**config.mk**
```make
export PLATFORM = sky130hd
export DESIGN_NAME = reg_bank
export DESIGN_NICKNAME = d
export VERILOG_FILES = /design/src/rtl/reg_bank.sv
export SDC_FILE = /design/constraint.sdc
export NUM_CORES = 1
export LEC_CHECK = 0
export BUFFER_PORTS_ARGS = -buffer_cell sky130_fd_sc_hd__buf_2
export CORE_MARGIN = 2
export CORE_UTILIZATION = 53
export CTS_CLUSTER_SIZE = 24
export DETAILED_ROUTE_END_ITERATION = 8
export GPL_TIMING_DRIVEN = 0
export PLACE_DENSITY = 0.75
export SETUP_SLACK_MARGIN = 0.5
export SLEW_MARGIN = 15
export SYNTH_ARGS = -nofsm -noshare
export SYNTH_HDL_FRONTEND = slang
export SYNTH_SLANG_ARGS = --single-unit
```
**constraint.sdc**
```tcl
create_clock -name clk -period 1.68 [get_ports clk]
set_clock_uncertainty 0.15 [all_clocks]
set_input_delay 0.084 -clock clk [delete_from_list [all_inputs] [get_ports clk]]
set_output_delay 0.084 -clock clk [all_outputs]
set_load 0.01 [all_outputs]
```
**src/rtl/reg_bank.sv**
```systemverilog
// rtl/reg_bank.sv - DEPTH x WIDTH register bank, 1 write / 2 registered reads, bulk clear
// Optional same-cycle read forwarding: define REG_BANK_FORWARD_EN.
module reg_bank #(
    parameter int WIDTH = 8,
    parameter int DEPTH = 8,
    parameter int AW    = 3
) (
    input  logic             clk,
    input  logic             rst,
    input  logic             we,
    input  logic [AW-1:0]    waddr,
    input  logic [WIDTH-1:0] wdata,
    input  logic [AW-1:0]    raddr_a,
    output logic [WIDTH-1:0] rdata_a,
    input  logic [AW-1:0]    raddr_b,
    output logic [WIDTH-1:0] rdata_b,
    input  logic             clr_req,
    output logic             busy,
    output logic             wr_drop
);

    typedef enum logic {IDLE = 1'b0, CLEAR = 1'b1} state_t;

    localparam logic [AW-1:0] LAST_ADDR = AW'(DEPTH - 1);

    state_t           state;
    state_t           state_next;
    logic [AW-1:0]    ptr;
    logic [WIDTH-1:0] mem [DEPTH];

    logic             wr_en;
    logic [AW-1:0]    wr_addr;
    logic [WIDTH-1:0] wr_val;

    // A clear cycle is just a write of zero to mem[ptr]; host writes only land in IDLE.
    assign wr_en   = (state == CLEAR) || we;
    assign wr_addr = (state == CLEAR) ? ptr : waddr;
    assign wr_val  = (state == CLEAR) ? '0 : wdata;

    always_ff @(posedge clk) begin
        if (rst) begin
            state <= IDLE;
        end else begin
            state <= state_next;
        end
    end

    always_comb begin
        state_next = state;
        case (state)
            IDLE:    if (clr_req) state_next = CLEAR;
            CLEAR:   if (ptr == LAST_ADDR) state_next = IDLE;
            default: state_next = IDLE;
        endcase
    end

    always_comb begin
        busy = (state == CLEAR);
    end

    always_ff @(posedge clk) begin
        if (rst) begin
            ptr     <= '0;
            wr_drop <= 1'b0;
        end else begin
            ptr     <= (state == CLEAR) ? ptr + AW'(1) : '0;
            wr_drop <= (state == CLEAR) && we;
        end
    end

    always_ff @(posedge clk) begin
        if (rst) begin
            for (int i = 0; i < DEPTH; i++) begin
                mem[i] <= '0;
            end
        end else if (wr_en) begin
            mem[wr_addr] <= wr_val;
        end
    end

    always_ff @(posedge clk) begin
        if (rst) begin
            rdata_a <= '0;
            rdata_b <= '0;
        end else begin
`ifdef REG_BANK_FORWARD_EN
            rdata_a <= (wr_en && raddr_a == wr_addr) ? wr_val : mem[raddr_a];
            rdata_b <= (wr_en && raddr_b == wr_addr) ? wr_val : mem[raddr_b];
`else
            rdata_a <= mem[raddr_a];
            rdata_b <= mem[raddr_b];
`endif
        end
    end

endmodule
```
==> run summary, run 1 <==
first-pass GRT wire length: 15.1 mm
drc violations: 0
most frequent CP cell: buf_8
largest net degree at the start of global routing: 16
Initial Utilization: 0.540
reg2reg start: busy
PwrDens: 873 mW/mm2
Reg clk slew, reported paths: 0.09 ns
max incr delay on CP: 0.37 ns
global-route usage over all layers: 0.246
Final Power: 4.57 mW
top cells by area, synth: edfxtp_1 (47%), mux4_2 (11%), dfxtp_1 (10%), mux4_1 (7.6%), nor2_1 (7.4%)
min-delay src: rst
synth-to-layout area growth: 26.6%
sequential share of the synthesized area: 0.567
initial DRC count: 227
worst min path class: in2reg
Critical Path AT: 1.79 ns
hold endpoint: ptr[0]
antenna violations before repair: 0
R2R cell count: 6
IO Pins: 39
Max Root-Sink Buffers: 2
routability cong.: 0.799
Port Buf Inserts: 31
post-synthesis cell type count: 24
vias in the first global route: 2769
CTS tree: done
Synth Register Bits: 85
share of the synthesized area in the top cell type: 0.465
drt first pass iters: 4
Max Cap Viol: 0
Die W: 92.3 um
dpl ws: -0.191 ns
Pleak: 2.00 nW
fin crit share: 1.03
worst setup margin: -0.0545 ns
clock sink count: 85
Setup TNS: -1.22 ns
syn nets: 309
Slew headroom: 0.619
Via-to-Cell Ratio: 5.79
WL per Instance: 21.1 um
WP data required: 1.74 ns
Period minus WS final: 1.73 ns
global route total overflow: 0
Crit Path Class: reg2reg
worst hold slack: 0.0458 ns
placed insts: 419
status: finished with violations
cts bufs inserted: 9
critical path's slowest cell: dfxtp_4
Fmax: 577 MHz
Synth area leader: edfxtp_1
final instance area: 0.00523 mm2
Final ANT Viol Nets: 0
# fillers: 535
Finished Layout Cells: 457
flop-to-flop setup slack: -0.05 ns
Setup Viol. Count Final: 42
Site Rows: 32
Vias: 2648
RSZ-0062 raised after global routing: yes
Startpoint Class: register
H-tree Lvls: 3
DIE AREA: 0.00851 mm2
Cell Area, Synth: 0.00413 mm2
end-of-flow core utilization: 0.684
crit end category: register
Yosys Warn Count: 0
HPWL Detailed: 6.54 mm
crit-path max FO: 8
NumNets Final: 373
core area: 0.00765 mm2
violated checks: setup timing
Antenna Diode Count: 0
Synth Instances: 286
Die Span Y: 92.3 um
Synth Area per Inst: 14.4 um2
Worst Max-Slew Pin Slew: 0.572 ns
Max Transition Viols Final: 0
placed cell area: 0.00460 mm2
hold depth: 3
final WL: 9.64 mm
fraction of layout cells with a size suffix above 1: 0.515
Root Buffer: clkbuf_8
Clock Latency Late Sink: 0.36 ns
R2R Path End: mem[2][4]
Worst VDD drop: 403 uV
final hold violations: 0
cells along the critical path: buf_8 -> buf_8 -> nor3b_4 -> o221ai_4 -> buf_4 -> nor2_1
## synthesized netlist by cell type, drive strengths merged
master	n
mux4	32
nand2	8
nor3b	4
nor3	1
and3b	4
nor2b	3
buf	23
edfxtp	64
and3	1
inv	2
and2	4
nor2	81
o221ai	8
nand2b	8
mux2i	17
dfxtp	21
clkbuf	3
ha	2
## cells by family (layout without fill, tap and decap cells)
kind of cell | Yosys count | count (layout) | share of synthesized area
fa+ha+maj | 2 | 2 | 0.00606
compound gates | 8 | 8 | 0.0291
mux | 49 | 49 | 0.227
simple gates | 114 | 114 | 0.128
flops | 85 | 85 | 0.567
buf+inv | 28 | 97 | 0.0427
## worst max-delay path, delay by kind of cell (launching register included)
kind | cells | cell delay (ns)
AO/OA/AOI/OAI | 1 | 0.16
buffers and inverters | 3 | 0.48
flip-flops | 1 | 0.37
AND/OR/NAND/NOR | 2 | 0.41
## layer usage
metal	routed length, um	global-route usage	part of all wire
met1	3910	0.324	0.41
met2	4860	0.407	0.50
met3	656	0.0362	0.068
met4	213	0.111	0.022
met5	0	0	0
## worst max path at each step
stage	start	endpoint	slack [ns]	cells after the start
final	busy	mem[2][4]	-0.05	6
after global routing	busy	mem[3][0]	-0.12	5
after CTS	busy	mem[3][4]	-0.04	5
after detailed placement	busy	mem[2][5]	-0.19	4
after global placement	busy	mem[0][6]	-0.17	4
after floorplan	busy	mem[4][0]	0.02	4
## what timing repair did
item | in CTS | in global routing
pin swaps | 26 | 15
gates resized for setup | 35 | 42
hold endpoints to repair | 18 | 0
setup endpoints to repair | 149 | 149
setup buffers | 16 | 1
hold buffers | 5 | 0
## power breakdown
group          switching [mW]  leakage, nW  internal [mW]
Sequential             0.0569        0.837           2.36
Clock                   0.795       0.0981          0.696
Combinational           0.338         1.06          0.316
## registers in the layout, summed over array words and instances, names as in the netlist
| name | count |
|---|---|
| ptr | 3 |
| wr_drop | 1 |
| busy | 1 |
| rdata_a | 8 |
| mem | 64 |
| rdata_b | 8 |
## placed cells by master (no fill, tap or decap), drive strengths merged
| master | n |
|---|---|
| nor2 | 81 |
| buf | 69 |
| edfxtp | 64 |
| mux4 | 32 |
| dfxtp | 21 |
| mux2i | 17 |
| clkbuf | 14 |
| o221ai | 8 |
| nand2 | 8 |
| nand2b | 8 |
| dlygate4sd3 | 5 |
| inv | 5 |
| nor3b | 4 |
| and3b | 4 |
| and2 | 4 |
| nor2b | 3 |
| ha | 2 |
| clkinv | 2 |
| and3 | 1 |
| nor3 | 1 |
| bufinv | 1 |
| clkinvlp | 1 |
## final cells by class
cell class | count | area [um2] | area share
tap | 102 | 128 | 0.0244
inverter | 2 | 7.51 | 0.00144
clock buffer | 9 | 124 | 0.0237
buffer | 26 | 236 | 0.0452
clock inverter | 7 | 72.6 | 0.0139
sequential | 85 | 2350 | 0.449
multi-input combinational | 173 | 1900 | 0.364
timing repair buffer | 53 | 412 | 0.0787
Note: power is estimated with default switching activity, not from simulation.
==> run 2, diff against run 1 <==
Settings changed: RECOVER_POWER from default to 50.
==> run 2 against run 1 <==
The run still ends with setup timing left. Core utilization decreased by 0.28 points. Final cell count unchanged. Hold slack improved by 0.00090 ns. Clock power about the same. Final area decreased by 0.41%. Routed wire length decreased by 0.12%. Sequential cell count unchanged. Die area unchanged. Combinational power decreased by 1%. Power decreased by 0.30%. Sequential power about the same. Critical path type unchanged. Largest power group unchanged.
==> run summary, run 2 (synthesized netlist as in run 1, its figures left out) <==
clock sink count: 85 (unchanged)
crit-path max FO: 8 (unchanged)
Max Cap Viol: 0 (unchanged)
antenna violations before repair: 0 (unchanged)
largest net degree at the start of global routing: 16 (unchanged)
violated checks: setup timing (unchanged)
Largest regs: mem: 64 flops, rdata_a: 8 flops, rdata_b: 8 flops (unchanged)
fin crit share: 1.03 (about the same)
WL per Instance: 21.1 um (about the same)
final hold violations: 0 (unchanged)
Critical Path AT: 1.79 ns (about the same)
Max Root-Sink Buffers: 2 (unchanged)
Setup Viol. Count Final: 42 (unchanged)
Vias: 2627 (was 2648)
drt first pass iters: 4 (unchanged)
placed insts: 419 (unchanged)
global-route usage over all layers: 0.246 (unchanged)
Site Rows: 32 (unchanged)
Fmax: 575 MHz (was 577 MHz)
Reg clk slew, reported paths: 0.09 ns (about the same)
RSZ-0062 raised after global routing: yes (unchanged)
Worst Max-Slew Pin Slew: 0.559 ns (was 0.572 ns)
H-tree Lvls: 3 (unchanged)
vias in the first global route: 2769 (unchanged)
most frequent CP cell: buf_8 (unchanged)
Worst VDD drop: 403 uV (about the same)
Clock Latency Late Sink: 0.36 ns (about the same)
worst min path class: in2reg (unchanged)
Port Buf Inserts: 31 (unchanged)
HPWL Detailed: 6.54 mm (unchanged)
Root Buffer: clkbuf_8 (unchanged)
Finished Layout Cells: 457 (unchanged)
first-pass GRT wire length: 15.1 mm (unchanged)
hold depth: 3 (unchanged)
final WL: 9.63 mm (was 9.64 mm)
drc violations: 0 (unchanged)
commonest non-fill, non-tap cell in the layout: edfxtp_1 (unchanged)
crit end category: register (unchanged)
commonest non-fill, non-tap cells in the layout: edfxtp_1 (64), nor2_1 (48), mux4_2 (32), nor2_2 (23), buf_2 (21) (was edfxtp_1 (64), nor2_1 (48), buf_2 (38), mux4_2 (32), nor2_2 (23))
critical path's slowest cell: dfxtp_4 (unchanged)
cells along the critical path: buf_8 -> buf_8 -> nor3b_4 -> o221ai_4 -> buf_4 -> nor2_1 (unchanged)
Setup TNS: -1.33 ns (was -1.22 ns)
Period minus WS final: 1.74 ns (was 1.73 ns)
status: finished with violations (unchanged)
fraction of layout cells with a size suffix above 1: 0.468 (was 0.515)
routability cong.: 0.799 (unchanged)
Reg with most FFs: mem (unchanged)
Die W: 92.3 um (unchanged)
initial DRC count: 233 (was 227)
Final Power: 4.55 mW (was 4.57 mW)
Via-to-Cell Ratio: 5.75 (was 5.79)
dpl ws: -0.191 ns (unchanged)
clock group share of total power: 0.326 (was 0.327)
DIE AREA: 0.00851 mm2 (unchanged)
PwrDens: 874 mW/mm2 (was 873 mW/mm2)
NumNets Final: 373 (unchanged)
IO Pins: 39 (unchanged)
Die Span Y: 92.3 um (unchanged)
WP data required: 1.74 ns (about the same)
Bufs and invs on worst path: 3 (unchanged)
final instance area: 0.00521 mm2 (was 0.00523 mm2)
Pleak: 1.93 nW (was 2.00 nW)
Final ANT Viol Nets: 0 (unchanged)
global route total overflow: 0 (unchanged)
number of flip-flops in the largest register: 64 (unchanged)
Crit Path Class: reg2reg (unchanged)
Startpoint Class: register (unchanged)
Antenna Diode Count: 0 (unchanged)
net load switching power: 1.18 mW (was 1.19 mW)
CP Depth: 6 (unchanged)
synth-to-layout area growth: 26.1% (was 26.6%)
combinational share of power: 0.142 (was 0.143)
Net Sw Frac: 0.260 (was 0.261)
Reg power frac: 0.532 (was 0.530)
Max Transition Viols Final: 0 (unchanged)
Initial Utilization: 0.540 (unchanged)
core area: 0.00765 mm2 (unchanged)
cell family with most CP delay: buffers and inverters (unchanged)
cts bufs inserted: 9 (unchanged)
worst setup margin: -0.0586 ns (was -0.0545 ns)
CTS tree: done (unchanged)
max incr delay on CP: 0.37 ns (about the same)
# fillers: 544 (was 535)
placed cell area: 0.00460 mm2 (unchanged)
Internal: 3.37 mW (was 3.38 mW)
Slew headroom: 0.627 (was 0.619)
R2R cell count: 6 (unchanged)
-- run 2: changes by cell type in the layout (fill, tap and decap cells not counted) --
cell      change
clkbuf_1     +17
buf_2        -17
-- run 2: power by group through the flow --
| stage | sequential (mW) | combinational [mW] | clock, mW |
|---|---|---|---|
| 2_1_floorplan | 2.46 | 0.409 | 0 |
| 3_3_place_gp | 2.46 | 0.557 | 0 |
| 3_5_place_dp | 2.47 | 0.568 | 0 |
| 4_1_cts | 2.42 | 0.626 | 1.48 |
| 5_1_grt | 2.43 | 0.691 | 1.58 |
| 6_report | 2.42 | 0.647 | 1.48 |
-- run 2: metrics by stage --
stage          utilization  hold WS, ns
2_1_floorplan            -       0.0557
6_report             0.681       0.0466
4_1_cts              0.667       0.0466
3_5_place_dp         0.601        0.182
5_1_grt              0.681       0.0465
3_3_place_gp         0.601        0.166
-- run 2: routing by layer --
metal	GRT usage	part of all wire	wire length [um]	vias up
li1	-	-	-	1188
met1	0.324	0.39	3760	1304
met2	0.407	0.51	4870	114
met3	0.0362	0.078	751	21
met4	0.111	0.025	238	0
met5	0	0	0	-
-- run 2: worst reg2reg max path, stage by stage (launching register included) --
cell and delay, ns:
dfxtp_4 0.37, buf_8 0.14, buf_8 0.13, nor3b_4 0.29
o221ai_4 0.16, buf_4 0.21, nor2_1 0.12
-- run 2: area by class of cell --
type,count,area [um2],share of cell area
well taps,102,128,0.0245
clock buffers,9,124,0.0238
multi-input cells,173,1900,0.365
repair buffers,53,390,0.0750
flip-flops and latches,85,2350,0.451
inverters,2,7.51,0.00144
clock inverters,7,72.6,0.0139
plain buffers,26,236,0.0454
-- run 2: path summary, 6_finish.rpt --
| check | start | end | slack [ns] |
|---|---|---|---|
| worst max-delay path | busy | mem[2][4] | -0.06 |
| worst min-delay path | rst | ptr[0] | 0.05 |
| worst max register to register | busy | mem[2][4] | -0.06 |
| worst min register to register | ptr[0] | ptr[0] | 0.33 |
-- run 2: what timing repair did --
| item | CTS | global route |
|---|---|---|
| resized for setup | 35 | 42 |
| buffers inserted | 16 | 1 |
| pin swaps | 26 | 15 |
| hold buffers | 5 | 0 |
| cloned | 0 | 0 |
| endpoints found under the hold margin | 18 | 0 |
| endpoints found under the setup margin | 149 | 149 |
==> run 3, diff against run 2 <==
Settings changed: CELL_PAD_IN_SITES_DETAIL_PLACEMENT from default to 1, CELL_PAD_IN_SITES_GLOBAL_PLACEMENT from default to 1, CORE_UTILIZATION 53 to 44, PLACE_DENSITY 0.75 to default, PLACE_DENSITY_LB_ADDON from default to 0.1.
==> run 3 against run 2 <==
Clock-buffer cell count rose by 2. Final cell count grew 1.8%. The run still ends with setup timing left. Combinational power rose by 0.9%. Critical path type unchanged. Global-route usage is 0.88 points lower. Worst setup slack worse by 0.0089 ns. First-iteration DRC count down 39%. Core utilization shrank 12 points. Fmax fell by 0.51%. Non-clock buffer count shrank 1. Clock power decreased by 3%. Hold slack worse by 0.035 ns. Largest power group unchanged. Power decreased by 1.0%.
==> run summary, run 3 (synthesized netlist as in run 1, its figures left out) <==
status: finished with violations (unchanged)
violated checks: setup timing (unchanged)
worst setup margin: -0.0674 ns (was -0.0586 ns)
Reg with most FFs: mem (unchanged)
placed insts: 428 (was 419)
Max Cap Viol: 0 (unchanged)
Slew headroom: 0.658 (was 0.627)
global-route usage over all layers: 0.237 (was 0.246)
fraction of layout cells with a size suffix above 1: 0.441 (was 0.468)
HPWL Detailed: 7.07 mm (was 6.54 mm)
WL per Instance: 23.4 um (was 21.1 um)
net load switching power: 1.16 mW (was 1.18 mW)
Internal: 3.35 mW (was 3.37 mW)
first-pass GRT wire length: 16.7 mm (was 15.1 mm)
clock group share of total power: 0.318 (was 0.326)
Startpoint Class: register (unchanged)
initial DRC count: 143 (was 233)
CTS tree: done (unchanged)
Worst VDD drop: 445 uV (was 403 uV)
Max Transition Viols Final: 0 (unchanged)
Max Root-Sink Buffers: 2 (unchanged)
combinational share of power: 0.145 (was 0.142)
NumNets Final: 372 (was 373)
largest net degree at the start of global routing: 15 (was 16)
Period minus WS final: 1.75 ns (was 1.74 ns)
Net Sw Frac: 0.257 (was 0.260)
cts bufs inserted: 9 (unchanged)
crit-path max FO: 8 (unchanged)
Pleak: 1.90 nW (was 1.93 nW)
critical path's slowest cell: dfxtp_2 (was dfxtp_4)
Finished Layout Cells: 465 (was 457)
fin crit share: 1.04 (was 1.03)
Reg power frac: 0.536 (was 0.532)
PwrDens: 875 mW/mm2 (was 874 mW/mm2)
H-tree Lvls: 3 (unchanged)
drc violations: 0 (unchanged)
Final ANT Viol Nets: 0 (unchanged)
worst min path class: in2reg (unchanged)
Reg clk slew, reported paths: 0.08 ns (was 0.09 ns)
Site Rows: 35 (was 32)
vias in the first global route: 2758 (was 2769)
routability cong.: 0.806 (was 0.799)
antenna violations before repair: 0 (unchanged)
cell family with most CP delay: simple AND/OR/NAND/NOR gates (was buffers and inverters)
Worst Max-Slew Pin Slew: 0.511 ns (was 0.559 ns)
DIE AREA: 0.0102 mm2 (was 0.00851 mm2)
drt first pass iters: 4 (unchanged)
Die W: 101 um (was 92.3 um)
RSZ-0062 raised after global routing: yes (unchanged)
commonest non-fill, non-tap cells in the layout: edfxtp_1 (64), nor2_1 (57), mux4_2 (32), buf_2 (26) (was edfxtp_1 (64), nor2_1 (48), mux4_2 (32), nor2_2 (23), buf_2 (21))
Die Span Y: 101 um (was 92.3 um)
Critical Path AT: 1.66 ns (was 1.79 ns)
Port Buf Inserts: 31 (unchanged)
final hold violations: 0 (unchanged)
Clock Latency Late Sink: 0.37 ns (was 0.36 ns)
Bufs and invs on worst path: 2 (was 3)
clock sink count: 85 (unchanged)
number of flip-flops in the largest register: 64 (unchanged)
Setup Viol. Count Final: 48 (was 42)
crit end category: register (unchanged)
cells along the critical path: buf_6 -> buf_8 -> nor3b_4 -> o221ai_4 -> nand2_4 (was buf_8 -> buf_8 -> nor3b_4 -> o221ai_4 -> buf_4 -> nor2_1)
commonest non-fill, non-tap cell in the layout: edfxtp_1 (unchanged)
Vias: 2608 (was 2627)
core area: 0.00915 mm2 (was 0.00765 mm2)
IO Pins: 39 (unchanged)
Via-to-Cell Ratio: 5.61 (was 5.75)
final WL: 10.9 mm (was 9.63 mm)
global route total overflow: 0 (unchanged)
Setup TNS: -1.30 ns (was -1.33 ns)
WP data required: 1.59 ns (was 1.74 ns)
Fmax: 572 MHz (was 575 MHz)
Root Buffer: clkbuf_8 (unchanged)
Crit Path Class: reg2reg (unchanged)
max incr delay on CP: 0.35 ns (was 0.37 ns)
Largest regs: mem: 64 flops, rdata_a: 8 flops, rdata_b: 8 flops (unchanged)
Initial Utilization: 0.451 (was 0.540)
Antenna Diode Count: 0 (unchanged)
synth-to-layout area growth: 24.7% (was 26.1%)
-- run 3: cell types whose count changed in the layout (fill, tap and decap cells not counted), moves of 3 or more --
| cell | previous run | this run |
|---|---|---|
| buf_2 | 21 | 26 |
| nor2_2 | 23 | 16 |
| nor2_1 | 48 | 57 |
| buf_4 | 10 | 7 |
| mux2i_2 | 0 | 3 |
| inv_6 | 3 | 0 |
| mux2i_1 | 17 | 14 |
-- run 3: path summary, 6_finish.rpt --
check / start / to / slack [ns] / cells past startpoint
max reg2reg: busy / mem[5][0] / -0.07 / 5
min: rst / ptr[0] / 0.01 / 3
min reg2reg: ptr[0] / ptr[0] / 0.34 / 1
max: busy / mem[5][0] / -0.07 / 5
-- run 3: power groups by stage --
| stage | Combinational [mW] | Clock [mW] | Sequential, mW |
|---|---|---|---|
| CTS | 0.663 | 1.46 | 2.41 |
| global route | 0.700 | 1.55 | 2.43 |
| floorplan | 0.409 | 0 | 2.46 |
| detailed placement | 0.593 | 0 | 2.46 |
| global placement | 0.585 | 0 | 2.45 |
| finish | 0.653 | 1.43 | 2.42 |
-- run 3: worst min-delay path, stage by stage --
cell and delay, ns:
buf_2 0.18, nor2b_2 0.08, nor2b_1 0.13
-- run 3: routing by layer --
layer | wire length (um) | up-vias | share of wire | global-route usage
met4 | 284 | 0 | 0.026 | 0.114
li1 | - | 1180 | - | -
met2 | 5820 | 93 | 0.53 | 0.412
met3 | 577 | 21 | 0.053 | 0.0340
met1 | 4220 | 1314 | 0.39 | 0.291
met5 | 0 | - | 0 | 0
-- run 3: cell type report --
class                      instances  area, um2
multi-input combinational        173       1870
timing repair buffer              52        378
inverter                           2       7.51
buffer                            26        229
clock inverter                     5       52.6
fill                             889       4000
clock buffer                      11        131
sequential                        85       2340
tap                              111        139
-- run 3: repair_timing --
action	4_1_cts	5_1_grt
endpoints found under the setup margin	149	149
hold buffers	5	0
endpoints found under the hold margin	12	0
pin swaps	36	9
buffers inserted	16	0
resized for setup	54	7
-- run 3: stage by stage --
stage	instance area, um2	utilization	hold WS (ns)	total power, mW	setup slack [ns]
final	5150	0.563	0.0113	4.50	-0.0674
after global routing	5150	0.563	0.0109	4.68	-0.133
after CTS	5150	0.563	0.0154	4.53	-0.0883
after detailed placement	4610	0.504	0.179	3.05	-0.247
after global placement	4610	0.504	0.175	3.04	-0.237
after floorplan	4320	-	0.0557	2.87	0.0218
